[src/rtl/td4_prog_mem.sv]
// TD4 program memory: fetch port (comb or 1-cycle registered via REG_OUT) plus a valid/ready runtime loader that holds the CPU while writing.
// Optional load checksum output ld_sum when TD4_PROG_MEM_CHECKSUM_EN is defined; loader only stalls by withholding ld_ready outside LOAD.
module td4_prog_mem #(
  parameter int unsigned           DATA_W    = 8,
  parameter int unsigned           ADDR_W    = 4,
  parameter bit                    REG_OUT   = 1'b0,
  parameter logic [DATA_W-1:0]     FILL_WORD = 8'hF0
) (
  input  logic              clk,
  input  logic              rst,
  input  logic [ADDR_W-1:0] adr,
  output logic [DATA_W-1:0] qd,
  output logic              cpu_hold,
  input  logic              ld_start,
  input  logic              ld_valid,
  input  logic [DATA_W-1:0] ld_data,
  input  logic              ld_last,
  output logic              ld_ready,
  output logic              ld_done,
  output logic [ADDR_W:0]   ld_count
`ifdef TD4_PROG_MEM_CHECKSUM_EN
  ,output logic [DATA_W-1:0] ld_sum
`endif
);

  localparam int unsigned DEPTH = 2 ** ADDR_W;

  typedef enum logic [1:0] {
    IDLE = 2'd0,
    LOAD = 2'd1,
    DONE = 2'd2
  } state_t;

  state_t              state;
  state_t              state_nxt;
  logic [DATA_W-1:0]   mem [DEPTH];
  logic [ADDR_W-1:0]   ptr;
  logic                wr;
  logic                start;

  assign start = (state == IDLE) && ld_start;
  assign wr    = ld_valid && ld_ready;

  always_comb begin
    state_nxt = state;
    ld_ready  = 1'b0;
    ld_done   = 1'b0;
    cpu_hold  = 1'b0;
    case (state)
      IDLE: begin
        if (ld_start) state_nxt = LOAD;
      end
      LOAD: begin
        ld_ready = 1'b1;
        cpu_hold = 1'b1;
        // The DEPTH-th word ends the load even without ld_last.
        if (ld_valid && (ld_last || (&ptr))) state_nxt = DONE;
      end
      DONE: begin
        ld_done   = 1'b1;
        cpu_hold  = 1'b1;
        state_nxt = IDLE;
      end
      default: state_nxt = IDLE;
    endcase
  end

  always_ff @(posedge clk) begin
    if (rst) begin
      state    <= IDLE;
      ptr      <= '0;
      ld_count <= '0;
      for (int i = 0; i < DEPTH; i++) mem[i] <= FILL_WORD;
    end else begin
      state <= state_nxt;
      if (start) begin
        ptr      <= '0;
        ld_count <= '0;
      end else if (wr) begin
        mem[ptr] <= ld_data;
        if (!(&ptr)) ptr <= ptr + 1'b1;
        ld_count <= ld_count + 1'b1;
      end
    end
  end

`ifdef TD4_PROG_MEM_CHECKSUM_EN
  always_ff @(posedge clk) begin
    if (rst || start) ld_sum <= '0;
    else if (wr)      ld_sum <= ld_sum + ld_data;
  end
`endif

  generate
    if (REG_OUT) begin : g_reg_out
      always_ff @(posedge clk) begin
        if (rst || cpu_hold) qd <= FILL_WORD;
        else                 qd <= mem[adr];
      end
    end else begin : g_comb_out
      always_comb begin
        qd = cpu_hold ? FILL_WORD : mem[adr];
      end
    end
  endgenerate

endmodule

[config.mk]
export PLATFORM = sky130hd
export DESIGN_NAME = td4_prog_mem
export DESIGN_NICKNAME = d
export VERILOG_FILES = /design/src/rtl/td4_prog_mem.sv
export SDC_FILE = /design/constraint.sdc
export NUM_CORES = 1
export LEC_CHECK = 0
export BUFFER_PORTS_ARGS = -buffer_cell sky130_fd_sc_hd__buf_4
export CAP_MARGIN = 15
export CELL_PAD_IN_SITES_DETAIL_PLACEMENT = 1
export CELL_PAD_IN_SITES_GLOBAL_PLACEMENT = 2
export CORE_ASPECT_RATIO = 0.9
export CORE_UTILIZATION = 44
export CTS_CLUSTER_SIZE = 25
export DETAILED_ROUTE_END_ITERATION = 10
export PLACE_DENSITY = 0.85
export SYNTH_ARGS = -nofsm -noshare
export SYNTH_HDL_FRONTEND = slang
export SYNTH_SLANG_ARGS = --single-unit
[constraint.sdc]
create_clock -name clk -period 2.5 [get_ports clk]
set_clock_uncertainty 0.05 [all_clocks]
set_input_delay 0.375 -clock clk [delete_from_list [all_inputs] [get_ports clk]]
set_output_delay 0.375 -clock clk [all_outputs]
set_load 0.1 [all_outputs]
* After elaboration in Yosys (flattened, before gate mapping) *
Memories as Yosys holds them, arrays and structs flattened.
Cells that the tools add are included.

cells by class
  $add $sub $neg = 2
  multiplexer cells = 16
  reductions and logical operators = 11
  bitwise operators = 1
  equal/unequal tests = 4

operators with widths
  operator             number
  $mux 8               2
  $mux 1               10
  $reduce_or 8->1      1
  $add 5x1->5 const B  1
  $add 4x1->4 const B  1
  $mux 2               2
  $mux 4               1
  $ne 2x2->1 const B   2
  $pmux 2 s2           1
  $reduce_and 2->1     2
  $reduce_and 4->1     1
  $reduce_or 2->1      2
  $logic_and 1x1->1    3
  $eq 2x1->1 const B   1
  $eq 2x2->1 const B   1
  $logic_not 2->1      1
  $logic_or 1x1->1     1
  $not 1->1            1

storage, ports and cells
  input bits = 17
  memories kept = 1
  word-level logic and storage cells = 38
  output and inout port bits = 16
  register bits = 11
  RAM bits = 128

memory list
  memory  words  bits a word  rd ports  clocked after memory_dff  wr ports  line  source
  mem     16     8            1         0                         16        36    logic [DATA_W-1:0] mem [DEPTH];

* Depth between registers and ports, before layout *
Gate-level depths: netlist of the first run.

  depth after elaboration = 9
  gate-level depth with buffers = 7
  depth with buffers taken out = 6

* Worst setup path before layout of the first run *
No wires, ideal clock.

  path type = register to output
  start point = reg state[0]
  end point = out qd[4]
  path slack = -1.112 ns
  required time = 2.075 ns
  cell stages (with the launch flop) = 6
  data arrival time = 3.187 ns
  path buffers = 0
  path through = dfxtp_1 -> inv_1 -> ha_1 -> or2_2 -> o22ai_1 -> a21oi_1

between the ends
  longest elaborated chain between the ends = 4
  elaborated cells between the ends (all ways) = 5
  those cells by class = 2 x eq/ne; 2 x mux; 1 x reduce/logical

RTL lines
  element                                          line  source
  start, declared                                  34    state_t state;
  start signal, assigned                           75    state <= state_nxt;
  $eq 2x1->1 / $eq 2x2->1 (equally long branches)  49    case (state)
  $reduce_or 2->1 (no source line) (*)             --
  $mux 1 (*)                                       49
  via cpu_hold                                     13    output logic cpu_hold,
  $mux 8 (*)                                       102   qd = cpu_hold ? FILL_WORD : mem[adr];
  end, declared                                    12    output logic [DATA_W-1:0] qd,

The timed path passes the listed nets; every way through them passes the cells marked *.

* Final worst setup path of the first run *
  start point = reg state[1]
  end point = out qd[2]

between the ends
  longest elaborated chain between the ends = 4
  elaborated cells between the ends (all ways) = 5
  those cells by class = 2 x eq/ne; 2 x mux; 1 x reduce/logical

RTL lines
  element                                          line
  $eq 2x1->1 / $eq 2x2->1 (equally long branches)  49
  $reduce_or 2->1 (no source line) (*)             --
  $mux 1 (*)                                       49
  $mux 8 (*)                                       102

Mark *: on every way between the ends. The rest lies on a longest branch, timed or not.

==> impl_metrics.toml, run 1 <==
[timing]
hold_viol = 0
fmax_ghz = 0.393
fin_crit_sh_pct = 102
worstMarginPinSlew_ns = 0.774
setup_viol = 3
max-slew-margin-rel_pct = 48.2
drv_slew = 0
rsz0062_at_grt = "yes"
layout_setup_ws_ns = -0.0439
period_needed_ns = 2.54

[global_route]
track_usage_pct = 23.6
grt_pass1_vias = 4287
grt_max_degree = 21
grt_overflow_total = 0
antenna_found_initial = 0
grt_pass1_wl_um = 25400

[place]
routabilityCongestion = 0.763
port-buffer-count = 32
dpl.hpwl_um = 11400
dp_cells = 668

[critical_path]
critical_path.max_stage_delay_ns = 0.35
worstSetupPathType = "reg -> out"
critPathTopFamily = "compound AO/OA/AOI/OAI gates"
crit_chain = "inv_4 -> ha_4 -> nor2_4 -> and2_4 -> a22o_1 -> a221o_1 -> buf_12"
slowest_stage = "dfxtp_2"
critical_path_required_ns = 2.08
endpoint_kind = "output port"
worstPathMaxFanout = 6
crit_buf_inv = 2
arrival_ns = 2.12
startpoint_type = "flip-flop"

[yosys]
synth_top_area_share_pct = 58.6
synth_area_um2 = 6560
synth_fp_nets = 482
ys_top_cells_by_area = "edfxtp_1, mux4_2, and2_1"
synth_cell_type_count = 34
seq_area_frac_synth_pct = 62.0
synth-seq-cells = 139
syn-instance-count = 455
avgSynthCellArea_um2 = 14.4
synth_warnings = 0
synth_largest_area_cell = "edfxtp_1"

[job]
maxCapViolCount = 0

[final_layout]
fillCellCount = 1411
diodes = 0
syn2layout_area_growth_pct = 19.4
nNetsFinal = 528
drive_above_1_share_pct = 29.4
fin_cells = 707
fin_util_pct = 54.9

[power]
vdd_drop_max_v = 0.000533
power.leakage_nw = 2.55
pwr_density_cell_nw_per_um2 = 800
total_power_mw = 6.26

[clocking]
cts.clk_slew.worst_paths_ns = 0.06
clkLatencyLatePin_ns = 0.42
clockBufferDepth = 2
numCtsBuffers = 17
cts_root_buffer = "clkbuf_16"
cts_tree = "done"
htree_levels = 4
clock-sinks = 139

[route]
drc_errors = 0
avgRoutedWirePerCell_um = 23.1
vias_per_cell = 5.61
wl_um = 16300
drt_iter0_drc = 308
drt_first_pass_iters = 4
ant_nets = 0
vias = 3969

[die]
initial_core_util_pct = 46.0
dieHeight_um = 118
rows = 41
core_um2 = 14300
die_area_um2 = 15400
io_pins = 33
die_w_um = 131

[hold_path]
hold_class = "in -> reg"

[outcome]
status = "finished with violations"
violations = "setup timing"
[final timing paths]
check | to | cells past startpoint | slack, ns | start
setup / recovery | qd[2] | 7 | -0.04 | state[1]
hold / removal | ld_count[1] | 4 | 0.24 | ld_valid
setup reg to reg | mem[6][7] | 8 | 0.16 | state[0]
hold reg to reg | ld_count[1] | 2 | 0.46 | ld_count[1]
[sequential cells by signal (all words and copies together), names as in the netlist]
signal	flops
ld_count	5
state	2
ptr	4
mem	128
[per-layer routing]
metal | share of wire [%] | track usage, % | vias up
met5 | 0 | 0 | -
li1 | - | - | 1783
met4 | 2.2 | 9.27 | 0
met3 | 3.7 | 5.41 | 25
met2 | 50 | 37.7 | 86
met1 | 44 | 31.1 | 2075
[cells in the mapped netlist]
cell	instances
edfxtp_1	128
mux4_2	28
mux2i_1	6
buf_2	7
nor3_2	5
and3_1	1
a22oi_1	4
ha_1	10
nor2_1	23
nor3_1	1
inv_1	5
or3_1	44
a21o_1	1
nand3_1	7
nand2_1	11
or2_2	17
nand2b_1	22
buf_4	2
clkbuf_1	19
nor2b_1	2
a22o_1	2
a221oi_2	1
mux4_1	4
nand4_1	2
and2_1	67
o22ai_1	4
buf_1	1
xor2_1	4
dfxtp_1	11
buf_6	2
a221o_1	2
a21oi_1	9
nor3b_1	1
xnor2_1	2
[worst reg2reg max path, delay by kind of cell (launching register included)]
kind | cells | cell delay, ns
buf+inv | 3 | 0.44
flops | 1 | 0.33
fa+ha+maj | 1 | 0.21
simple gates | 4 | 0.99
[cell families (layout without fill, tap and decap cells)]
kind of cell / after synthesis / in the layout / synth area share (%)
AND/OR/NAND/NOR: 203 / 203 / 18.2
AO/OA/AOI/OAI: 23 / 23 / 2.44
multiplexers: 38 / 38 / 12.1
XOR/XNOR: 6 / 6 / 0.801
flip-flops: 139 / 139 / 62.0
adder cells (fa/ha/maj): 10 / 10 / 1.91
buffers and inverters: 36 / 95 / 2.54
[per-stage QoR]
step	setup TNS [ns]	hold slack, ns	area, µm²	worst slack, ns
finish	-0.0568	0.238	7830	-0.0439
global route	-0.617	0.254	7830	-0.124
CTS	-0.0565	0.227	7810	-0.0464
detailed placement	0	0.452	7150	0.0881
global placement	0	0.435	7150	0.133
floorplan	0	0.437	6620	0.0367
[cells in the final DEF, fill, tap and decap left out, types with 6 or more instances in the layout]
cell type	synthesis	layout
clkbuf_16	0	17
and2_1	67	66
mux4_2	28	29
nand2b_1	22	22
ha_1	10	8
clkbuf_1	19	6
edfxtp_1	128	128
nor2_1	23	21
or2_2	17	16
mux2i_1	6	6
buf_4	2	50
dfxtp_1	11	9
nand3_1	7	7
buf_12	0	6
nand2_1	11	11
or3_1	44	44
[final cells by class]
class	count	area [µm²]	area share [%]
timing repair buffer	58	518	6.62
inverter	5	21.3	0.272
multi-input combinational	280	2410	30.8
clock inverter	9	123	1.57
sequential	139	4070	51.9
clock buffer	23	448	5.72
tap	193	241	3.08
[report_power, final]
| part | total [mW] | internal [mW] | switching [mW] | leakage [nW] |
|---|---|---|---|---|
| clock | 2.48 | 1.56 | 0.923 | 0.279 |
| combinational | 1.15 | 0.389 | 0.758 | 1.08 |
| sequential | 2.63 | 2.60 | 0.0345 | 1.19 |
| total | 6.26 | 4.54 | 1.72 | 2.55 |
[repair_timing]
action,CTS,global route
hold buffers,0,0
setup endpoints to repair,8,16
gates resized for setup,17,4
buffers inserted,6,1
pin swaps,4,2
cloned,0,0
No activity file was read; power rests on OpenSTA's default activity.
==> run 2: changes to the inputs <==
--- a/config.mk
+++ b/config.mk
@@ -10,10 +10,10 @@
 export CELL_PAD_IN_SITES_DETAIL_PLACEMENT = 1
 export CELL_PAD_IN_SITES_GLOBAL_PLACEMENT = 2
 export CORE_ASPECT_RATIO = 0.9
-export CORE_UTILIZATION = 44
+export CORE_UTILIZATION = 48
 export CTS_CLUSTER_SIZE = 25
 export DETAILED_ROUTE_END_ITERATION = 10
-export PLACE_DENSITY = 0.85
+export PLACE_DENSITY = 0.91
 export SYNTH_ARGS = -nofsm -noshare
 export SYNTH_HDL_FRONTEND = slang
 export SYNTH_SLANG_ARGS = --single-unit
==> constraint.sdc (replaced) <==
create_clock -name clk -period 3 [get_ports clk]
set_clock_uncertainty 0.05 [all_clocks]
set_input_delay 0.45 -clock clk [delete_from_list [all_inputs] [get_ports clk]]
set_output_delay 0.45 -clock clk [all_outputs]
set_load 0.1 [all_outputs]
==> run 2 against run 1 <==
  * Core utilization grew 2.7 points
  * Largest power group is now the clock network
  * Largest cell class unchanged
  * Cell count down 5.2%
  * Die area down 8.2%
  * The run now ends clean
  * Worst setup slack improved by 0.19 ns
  * Clock-buffer cell count decreased by 6
==> impl_metrics.toml, run 2 (synthesis results as in run 1) <==
[outcome]
status = "complete, no violations"

[clocking]
clkLatencyLatePin_ns = 0.43
htree_levels = 4
clock-sinks = 139
clockBufferDepth = 2
hold_buffers = 0
cts.clk_slew.worst_paths_ns = 0.06
cts_root_buffer = "clkbuf_16"
numCtsBuffers = 17
cts_resized = 0
cts_tree = "done"
postCtsSetupRepairBufs = 0

[timing]
period_needed_ns = 2.85
drv_slew = 0
fmax_ghz = 0.351
hold_viol = 0
rsz0062_at_grt = "no"
finalSetupTns_ns = 0
max-slew-margin-rel_pct = 63.9
fin_crit_sh_pct = 95.0
worstMarginPinSlew_ns = 0.540
setup_viol = 0

[route]
vias = 3897
drt_iter0_drc = 266
drt_first_pass_iters = 7
vias_per_cell = 5.82
ant_nets = 0
wl_um = 16300
avgRoutedWirePerCell_um = 24.4
drc_errors = 0

[global_route]
grt_pass1_vias = 4210
grt_pass1_wl_um = 24900
antenna_found_initial = 0
grt_max_degree = 27
grt_overflow_total = 0
track_usage_pct = 24.9

[die]
core_um2 = 13400
die_area_um2 = 14100
io_pins = 33
dieHeight_um = 113
initial_core_util_pct = 49.1
rows = 40
die_w_um = 125

[final_layout]
diodes = 0
nNetsFinal = 516
top_register = "mem"
final_cell_mix = "edfxtp_1, and2_1, buf_4"
syn2layout_area_growth_pct = 17.2
reg_top3 = "mem x128, ld_count x5, ptr x4"
fin_cells = 670
layout.cells.most_common = "edfxtp_1"
drive_above_1_share_pct = 27.1
largest_reg_flops = 128
fin_util_pct = 57.5

[critical_path]
worstSetupPathType = "reg -> out"
critical_path_required_ns = 2.50
startpoint_type = "flip-flop"
arrival_ns = 2.35
endpoint_kind = "output port"
worstPathMaxFanout = 7

[place]
routabilityCongestion = 0.788
dpl.hpwl_um = 10900
port-buffer-count = 32
dp_cells = 638

[power]
pwr_density_cell_nw_per_um2 = 702
vdd_drop_max_v = 0.000570
power.leakage_nw = 2.49
total_power_mw = 5.40

[job]
maxCapViolCount = 0

[hold_path]
hold_class = "in -> reg"
-- run 2: metal layers --
layer	track usage [%]	part of all wire (%)
met4	10.7	1.8
met1	31.5	42
met3	5.58	5.8
met5	0	0
met2	41.6	51
-- run 2: cell type report --
class                           instances  area (µm²)
Fill cell                            1289        5670
Sequential cell                       139        4060
Multi-Input combinational cell        280        2370
Clock buffer                           17         425
Timing Repair Buffer                   46         358
Clock inverter                         15         248
Tap cell                              168         210
Inverter                                5        18.8
-- run 2: power by group --
part	internal (mW)	switching (mW)	leakage (nW)
combinational	0.232	0.591	0.995
clock	1.56	0.828	0.307
sequential	2.16	0.0280	1.19
total	3.95	1.45	2.49
-- run 2: final timing paths --
| check | startpoint | end | slack (ns) | cells after the start |
|---|---|---|---|---|
| worst min register to register | ld_count[1] | ld_count[1] | 0.46 | 2 |
| worst max register to register | state[1] | mem[9][3] | 0.27 | 7 |
| worst max-delay path | state[0] | qd[1] | 0.15 | 7 |
| worst min-delay path | rst | state[0] | 0.30 | 2 |
-- run 2: per-stage QoR --
step | worst slack, ns | hold slack, ns | instance area (µm²)
floorplan | 0.215 | 0.437 | 6580
global placement | 0.428 | 0.435 | 7000
detailed placement | 0.334 | 0.451 | 7000
CTS | 0.0208 | 0.281 | 7670
global route | 0.0699 | 0.294 | 7690
finish | 0.149 | 0.295 | 7690
-- run 2: worst max-delay path: stages (launching register included) --
cell,delay (ns)
dfxtp_1,0.39
inv_1,0.13
ha_4,0.35
nor2_1,0.07
and2_1,0.23
a22o_1,0.24
a221o_1,0.28
buf_4,0.24
==> run 3: changes to the inputs <==
--- a/config.mk
+++ b/config.mk
@@ -10,10 +10,10 @@
 export CELL_PAD_IN_SITES_DETAIL_PLACEMENT = 1
 export CELL_PAD_IN_SITES_GLOBAL_PLACEMENT = 2
 export CORE_ASPECT_RATIO = 0.9
-export CORE_UTILIZATION = 48
+export CORE_UTILIZATION = 44
 export CTS_CLUSTER_SIZE = 25
 export DETAILED_ROUTE_END_ITERATION = 10
-export PLACE_DENSITY = 0.91
+export PLACE_DENSITY = 0.85
 export SYNTH_ARGS = -nofsm -noshare
 export SYNTH_HDL_FRONTEND = slang
 export SYNTH_SLANG_ARGS = --single-unit
==> constraint.sdc (replaced) <==
create_clock -name clk -period 2.7 [get_ports clk]
set_clock_uncertainty 0.05 [all_clocks]
set_input_delay 0.405 -clock clk [delete_from_list [all_inputs] [get_ports clk]]
set_output_delay 0.405 -clock clk [all_outputs]
set_load 0.1 [all_outputs]
==> run 3 against run 2 <==
  * Hold slack worse by 0.053 ns
  * Power is 9.0% higher
  * Sequential power is 11% higher
  * Clock-buffer cell count is 1 higher
  * Global-route usage is 0.89 points lower
  * First-iteration DRC count is 3.0% lower
==> impl_metrics.toml, run 3 (synthesis results as in run 1) <==
[clocking]
cts_root_buffer = "clkbuf_16"
clkLatencyLatePin_ns = 0.43
cts.clk_slew.worst_paths_ns = 0.05
htree_levels = 4
clock-sinks = 139
hold_buffers = 0
cts_tree = "done"
numCtsBuffers = 17
clockBufferDepth = 2

[job]
maxCapViolCount = 0

[place]
place_ws_ns = 0.137
dpl.hpwl_um = 11400
port-buffer-count = 32
routabilityCongestion = 0.787
place_area_um2 = 7130

[route]
ant_nets = 0
drc_errors = 0
wl_um = 16700
vias_per_cell = 5.63
avgRoutedWirePerCell_um = 23.7
drt_iter0_drc = 258
drt_first_pass_iters = 4
vias = 3981

[global_route]
track_usage_pct = 24.0
antenna_found_initial = 0
grt_pass1_wl_um = 25700
grt_pass1_vias = 4269
grt_overflow_total = 0
grt_max_degree = 21

[critical_path]
crit_buf_inv = 2
startpoint_type = "flip-flop"
critPathTopFamily = "compound AO/OA/AOI/OAI gates"
worstPathMaxFanout = 6
crit_chain = "inv_2 -> ha_4 -> nor2_2 -> and2_4 -> a22o_1 -> a221o_1 -> buf_12"
arrival_ns = 2.15
critical_path_required_ns = 2.25
critical_path.max_stage_delay_ns = 0.35
slowest_stage = "dfxtp_4"
endpoint_kind = "output port"
worstSetupPathType = "reg -> out"

[power]
total_power_mw = 5.88
p_clk_share_pct = 41.0
power.leakage_nw = 2.55
vdd_drop_max_v = 0.000526
intPower_mw = 4.26
seq_power_share_pct = 41.5
swShare_pct = 27.5
p_sw_mw = 1.62
power.combinational.fraction_pct = 17.5
pwr_density_cell_nw_per_um2 = 752

[final_layout]
largest_reg_flops = 128
top_register = "mem"
syn2layout_area_growth_pct = 19.2
multi_input_area_um2 = 2410
final_cell_mix = "edfxtp_1, and2_1, buf_4"
drive_above_1_share_pct = 29.2
regArea_um2 = 4070
diodes = 0
nNetsFinal = 528
reg_top3 = "mem x128, ld_count x5, ptr x4"
final_cell_area_um2 = 7820
fillCellCount = 1391
layout.cells.most_common = "edfxtp_1"

[die]
dieHeight_um = 118
initial_core_util_pct = 46.0
die_area_um2 = 15400
rows = 41
io_pins = 33
core_um2 = 14300
die_w_um = 131

[timing]
worstMarginPinSlew_ns = 0.696
hold_viol = 0
finalSetupTns_ns = 0
rsz0062_at_grt = "no"
max-slew-margin-rel_pct = 53.4
period_needed_ns = 2.60
setup_viol = 0
fmax_ghz = 0.384
fin_crit_sh_pct = 96.4
drv_slew = 0
layout_setup_ws_ns = 0.0978
whs_ns = 0.243

[outcome]
status = "complete, no violations"

[hold_path]
hold_class = "in -> reg"
## run 3: per-stage QoR
stage          cells  util [%]
2_1_floorplan    455         -
3_3_place_gp     672      50.0
3_5_place_dp     672      50.0
4_1_cts          705      54.5
5_1_grt          707      54.8
6_report         707      54.8
## run 3: area by class of cell
type | count | area share (%)
timing repair buffer | 58 | 5.99
multi-input combinational | 280 | 30.8
inverter | 5 | 0.272
clock inverter | 14 | 2.27
clock buffer | 18 | 5.49
tap | 193 | 3.09
sequential | 139 | 52.1
## run 3: worst paths after layout
path                from           to  slack [ns]  depth (start not counted)
max reg2reg     state[1]    mem[4][2]        0.31                          7
min reg2reg  ld_count[1]  ld_count[1]        0.45                          2
min                  rst     state[1]        0.24                          2
max             state[0]        qd[2]         0.1                          7
## run 3: per-layer routing
metal  global-route usage [%]  wire, µm  vias up
li1                         -         -     1793
met3                     3.91       479       25
met1                     32.1      7450     2102
met2                     38.6      8480       61
met4                     10.1       333        0
met5                        0         0        -
## run 3: repair_timing
item / in CTS / in global routing
endpoints found under the hold margin: 0 / 0
setup endpoints to repair: 8 / 4
buffers inserted: 1 / 2
pin swaps: 1 / 3
gates resized for setup: 11 / 7
## run 3: power by group through the flow
stage | registers (mW) | clock network [mW] | logic, mW
6_report | 2.44 | 2.41 | 1.03
5_1_grt | 2.45 | 2.52 | 1.09
4_1_cts | 2.44 | 2.45 | 0.989
3_5_place_dp | 2.48 | 0 | 0.920
3_3_place_gp | 2.47 | 0 | 0.890
2_1_floorplan | 2.48 | 0 | 0.663
